--- src/rtl/fft_logpwr.sv ---
// Log-power pixel generator: squares each complex FFT bin and converts the power to a
// 5.3 pseudo-log code (MSB index plus three mantissa bits). Four-stage pipeline.
module fft_logpwr #(
  parameter int unsigned IW     = 16,
  parameter logic [7:0]  OFFSET = 8'd0
) (
  input  logic            i_clk,
  input  logic            i_reset,
  input  logic            i_ce,
  input  logic            i_sync,
  input  logic [2*IW-1:0] i_sample,
  output logic            o_ce,
  output logic            o_sync,
  output logic [7:0]      o_pixel
);

  localparam int unsigned PW = 2 * IW;
  localparam int unsigned EW = $clog2(PW);

  logic [3:0] vld_q, syn_q;

  logic [PW-1:0] re_ext, im_ext;
  logic [PW-1:0] re_sq_q, im_sq_q;
  logic [PW-1:0] pwr_q;
  logic [PW+1:0] pwr_ext;
  logic          zero_d, zero_q;
  logic [EW-1:0] exp_d, exp_q;
  logic [2:0]    frac_d, frac_q;
  logic [7:0]    lcode;
  logic [7:0]    pixel_d, pixel_q;

  assign re_ext = {{IW{i_sample[PW-1]}}, i_sample[PW-1:IW]};
  assign im_ext = {{IW{i_sample[IW-1]}}, i_sample[IW-1:0]};

  // Valid/sync chain: only state that needs a reset.
  always_ff @(posedge i_clk) begin
    if (i_reset) begin
      vld_q <= '0;
      syn_q <= '0;
    end else begin
      vld_q <= {vld_q[2:0], i_ce};
      syn_q <= {syn_q[2:0], i_ce & i_sync};
    end
  end

  // Sign-extended operands give the exact square modulo 2^PW; the true square always fits.
  always_ff @(posedge i_clk) begin
    re_sq_q <= re_ext * re_ext;
    im_sq_q <= im_ext * im_ext;
    pwr_q   <= re_sq_q + im_sq_q;
    zero_q  <= zero_d;
    exp_q   <= exp_d;
    frac_q  <= frac_d;
  end

  // Three zero bits appended below P so the mantissa window never reads below bit 0.
  assign pwr_ext = {pwr_q[PW-2:0], 3'b000};

  always_comb begin
    zero_d = (pwr_q == '0);
    exp_d  = '0;
    frac_d = '0;
    for (int unsigned i = 0; i < PW; i++) begin
      if (pwr_q[i]) begin
        exp_d  = EW'(i);
        frac_d = {pwr_ext[i+2], pwr_ext[i+1], pwr_ext[i]};
      end
    end
  end

  assign lcode = 8'({exp_q, frac_q});

  always_comb begin
    pixel_d = pixel_q;
    if (vld_q[2]) begin
      if (zero_q || (lcode <= OFFSET)) pixel_d = '0;
      else                             pixel_d = lcode - OFFSET;
    end
  end

  always_ff @(posedge i_clk) begin
    if (i_reset) pixel_q <= '0;
    else         pixel_q <= pixel_d;
  end

  assign o_ce    = vld_q[3];
  assign o_sync  = syn_q[3];
  assign o_pixel = pixel_q;

endmodule

--- config.mk ---
export PLATFORM = sky130hd
export DESIGN_NAME = fft_logpwr
export DESIGN_NICKNAME = d
export VERILOG_FILES = /design/src/rtl/fft_logpwr.sv
export SDC_FILE = /design/constraint.sdc
export NUM_CORES = 1
export LEC_CHECK = 0
export ABC_AREA = 0
export BUFFER_PORTS_ARGS = -buffer_cell sky130_fd_sc_hd__buf_2
export CAP_MARGIN = 0
export CELL_PAD_IN_SITES_DETAIL_PLACEMENT = 1
export CELL_PAD_IN_SITES_GLOBAL_PLACEMENT = 2
export CORE_ASPECT_RATIO = 0.8
export CORE_UTILIZATION = 46
export DETAILED_ROUTE_END_ITERATION = 16
export PLACE_DENSITY_LB_ADDON = 0.1
export SKIP_CTS_REPAIR_TIMING = 1
export SYNTH_ARGS = -nofsm -noshare
export SYNTH_HDL_FRONTEND = slang
export SYNTH_SLANG_ARGS = --single-unit
--- constraint.sdc ---
create_clock -name i_clk -period 20.5 [get_ports i_clk]
set_input_delay 2.05 -clock i_clk [delete_from_list [all_inputs] [get_ports i_clk]]
set_output_delay 2.05 -clock i_clk [all_outputs]
set_load 0.1 [all_outputs]
==> impl_metrics.ini <==
[setup_path]
critical_path_required_ns = 20.86
crit_path_end_kind = flip-flop
cp.depth = 23
critPathArrivalTime_ns = 8.61
r2r_setup_slack_ns = 17.58
reg2reg_to = pwr_q[31]
cp-start-kind = primary input
path_max_fanout = 19
worst_r2r_path_depth = 10
crit_type = primary input to flip-flop
crit_family = adder cells
crit_chain = buf_2 -> inv_1 -> nor2_1 -> fa_1 -> inv_1 -> fa_1 -> inv_1 -> fa_1 -> fa_1 -> fa_1 -> inv_1 -> fa_1 -> inv_1 -> ha_1 -> and3_1 -> a221oi_1 -> o21ai_0 -> a21oi_1 -> o21ai_1 -> a2111oi_0 -> o21bai_1 -> a21oi_1 -> xnor2_1
r2r_start = re_sq_q[11]
crit_path_max_incr_delay_ns = 0.64
endpoint = im_sq_q[31]
path_common_cell = fa_1
cp-startpoint = i_sample[15]
cp_num_buf_inv = 6
cp_slowest_cell = fa_1

[clock_tree]
clk_pin_slew_worst_paths_ns = 0.06
clock-sinks = 119
cts_tree = built
worstSkewPairLatency_ns = 0.43
htree_levels = 4
cts_made_buffers = 17
cts-root-buf = clkbuf_16
clock_path_buffers = 2

[synth]
synth_area_per_cell_sq_um = 9.16
postSynth.asyncResetShare_pct = 0
synth_edf_count = 0
yosys_warnings = 0
synth-simple-area-share_pct = 11.6
syn-num-nets = 3189
synth_compound_area_share_pct = 8.44
muxShareOfSynthArea_pct = 0.0442
synth_ff_type = dfxtp_1
synth_top_family_by_area = adder cells
synth_area_leaders = fa_1, ha_1, inv_1, dfxtp_1, nand2_1
synth_cells = 2472
synth_seq_cells = 119
synth_xor_xnor_area_share_pct = 3.83
synth_fa_ha_area_share_pct = 53.6
seq_area_frac_synth_pct = 10.5
synth_largest_area_cell = fa_1
synth_top_area_share_pct = 42.6
syn-cell-area_sq_um = 22700
synth_cell_type_count = 58

[cells_and_area]
num-fill-cells = 5636
antenna_cells = 0
layout_commonest_cell = inv_1
area_growth_pct = 5.82
nNetsFinal = 3186
final_cell_mix = inv_1, fa_1, ha_1, nand2_1, dfxtp_1
utilization_pct = 49.5
drive_gt1_share_pct = 3.51
final_area_sq_um = 24000

[status]
outcome = finished, final reports clean

[route]
ant_nets = 0
dr.pass1.iters = 5
vias_per_cell = 5.09
drtIter0Drc = 599
drcViolationCount = 0
wl_per_cell_um = 16.6
vias = 15800
routed_wl_mm = 51.7

[min_path]
holdCritPathClass = flip-flop to flip-flop

[timing]
finalHoldViolCount = 0
drv_slew = 0
setup_slack_ns = 12.25
rsz0062_at_grt = no
finalSetupViolations = 0
finalSetupTns_ns = 0
fmax_ghz = 0.121
tightest_slew_ns = 0.935
period_share_pct = 40.3
fin_crit_ns = 8.25
fin_skew_ns = 0.0129
slew_headroom_pct = 36.8

[global_route]
overflow = 0
antenna_found_initial = 0
grt-busiest-layer = met2
grt_use_met1_pct = 31.0
first_global_vias = 18200
grt_max_degree = 22
grt_usage_pct = 22.3
grt_pass1_wl_mm = 90.2
grt_use_met2_pct = 38.5
met3_usage_pct = 2.61

[placement]
gp_congestion = 0.814
dp_slack_ns = 11.86
port-buffer-count = 45
place_hpwl_mm = 44.6
postPlaceCellArea_sq_um = 23400

[floorplanning]
io_pins = 46
die_area_sq_um = 50100
die-height_um = 200
initial_core_util_pct = 46.7
dieWidth_um = 250
core_sq_um = 48500
fp-row-count = 72

[job]
cap_violations = 0
[metrics by stage]
stage | cells | hold WS (ns)
2_1_floorplan | 2472 | 0.414
3_3_place_gp | 3079 | 0.420
3_5_place_dp | 3079 | 0.427
4_1_cts | 3110 | 0.441
5_1_grt | 3110 | 0.453
6_report | 3110 | 0.439
[worst min path at each step]
stage,startpoint,to,slack [ns],cells after the start
after global placement,vld_q[0],vld_q[1],0.42,1
after CTS,vld_q[0],vld_q[1],0.44,1
after floorplan,syn_q[0],syn_q[1],0.41,1
final,syn_q[0],syn_q[1],0.44,1
after detailed placement,vld_q[0],vld_q[1],0.43,1
after global routing,vld_q[1],vld_q[2],0.45,1
[per-layer routing]
metal  wire, um  part of all wire (%)
met3       1280                   2.5
met4        364                  0.70
met5          0                     0
met1      24400                    47
met2      25700                    50
[cells by family (layout without fill, tap and decap cells)]
family | count (synthesis) | in the layout
buffers and inverters | 726 | 735
muxes | 1 | 1
DFF | 119 | 119
AOI/OAI and AO/OA | 303 | 303
adders and majority gates | 681 | 681
xor gates and xnor gates | 99 | 99
and+or+nand+nor | 543 | 543
[synthesized netlist by cell type, drive strengths merged, types with 8 or more instances]
library cell and number:
inv 658, fa 482, ha 199, nand2 185
dfxtp 119, nor2 116, a21oi 103, and2 88
xnor2 74, clkbuf 67, o21ai 65, nand2b 32
xor2 25, a21o 24, nor2b 24, nor3 24
o21a 22, a211oi 18, nand3 18, and3 11
nand3b 11, nand4 9, o21bai 9, o211ai 8
o31ai 8, or3 8
[final cells by class]
class	instances	area, sq um	area share, %
tap	629	787	3.28
inverter	658	2470	10.3
multi-input combinational	1627	17500	73.2
clock buffer	17	425	1.77
timing repair buffer	46	233	0.971
sequential	119	2380	9.94
clock inverter	14	129	0.538
[state kept, by name, indices dropped and copies added, names as in the netlist]
| register | flops |
|---|---|
| exp_q | 5 |
| frac_q | 3 |
| im_sq_q | 31 |
| o_pixel | 8 |
| pwr_q | 32 |
| re_sq_q | 31 |
| syn_q | 4 |
| vld_q | 4 |
| zero_q | 1 |
Power is left out: the tool's default activity adds up to more than one toggle a clock period on the data nets, which glitch-free logic cannot reach.
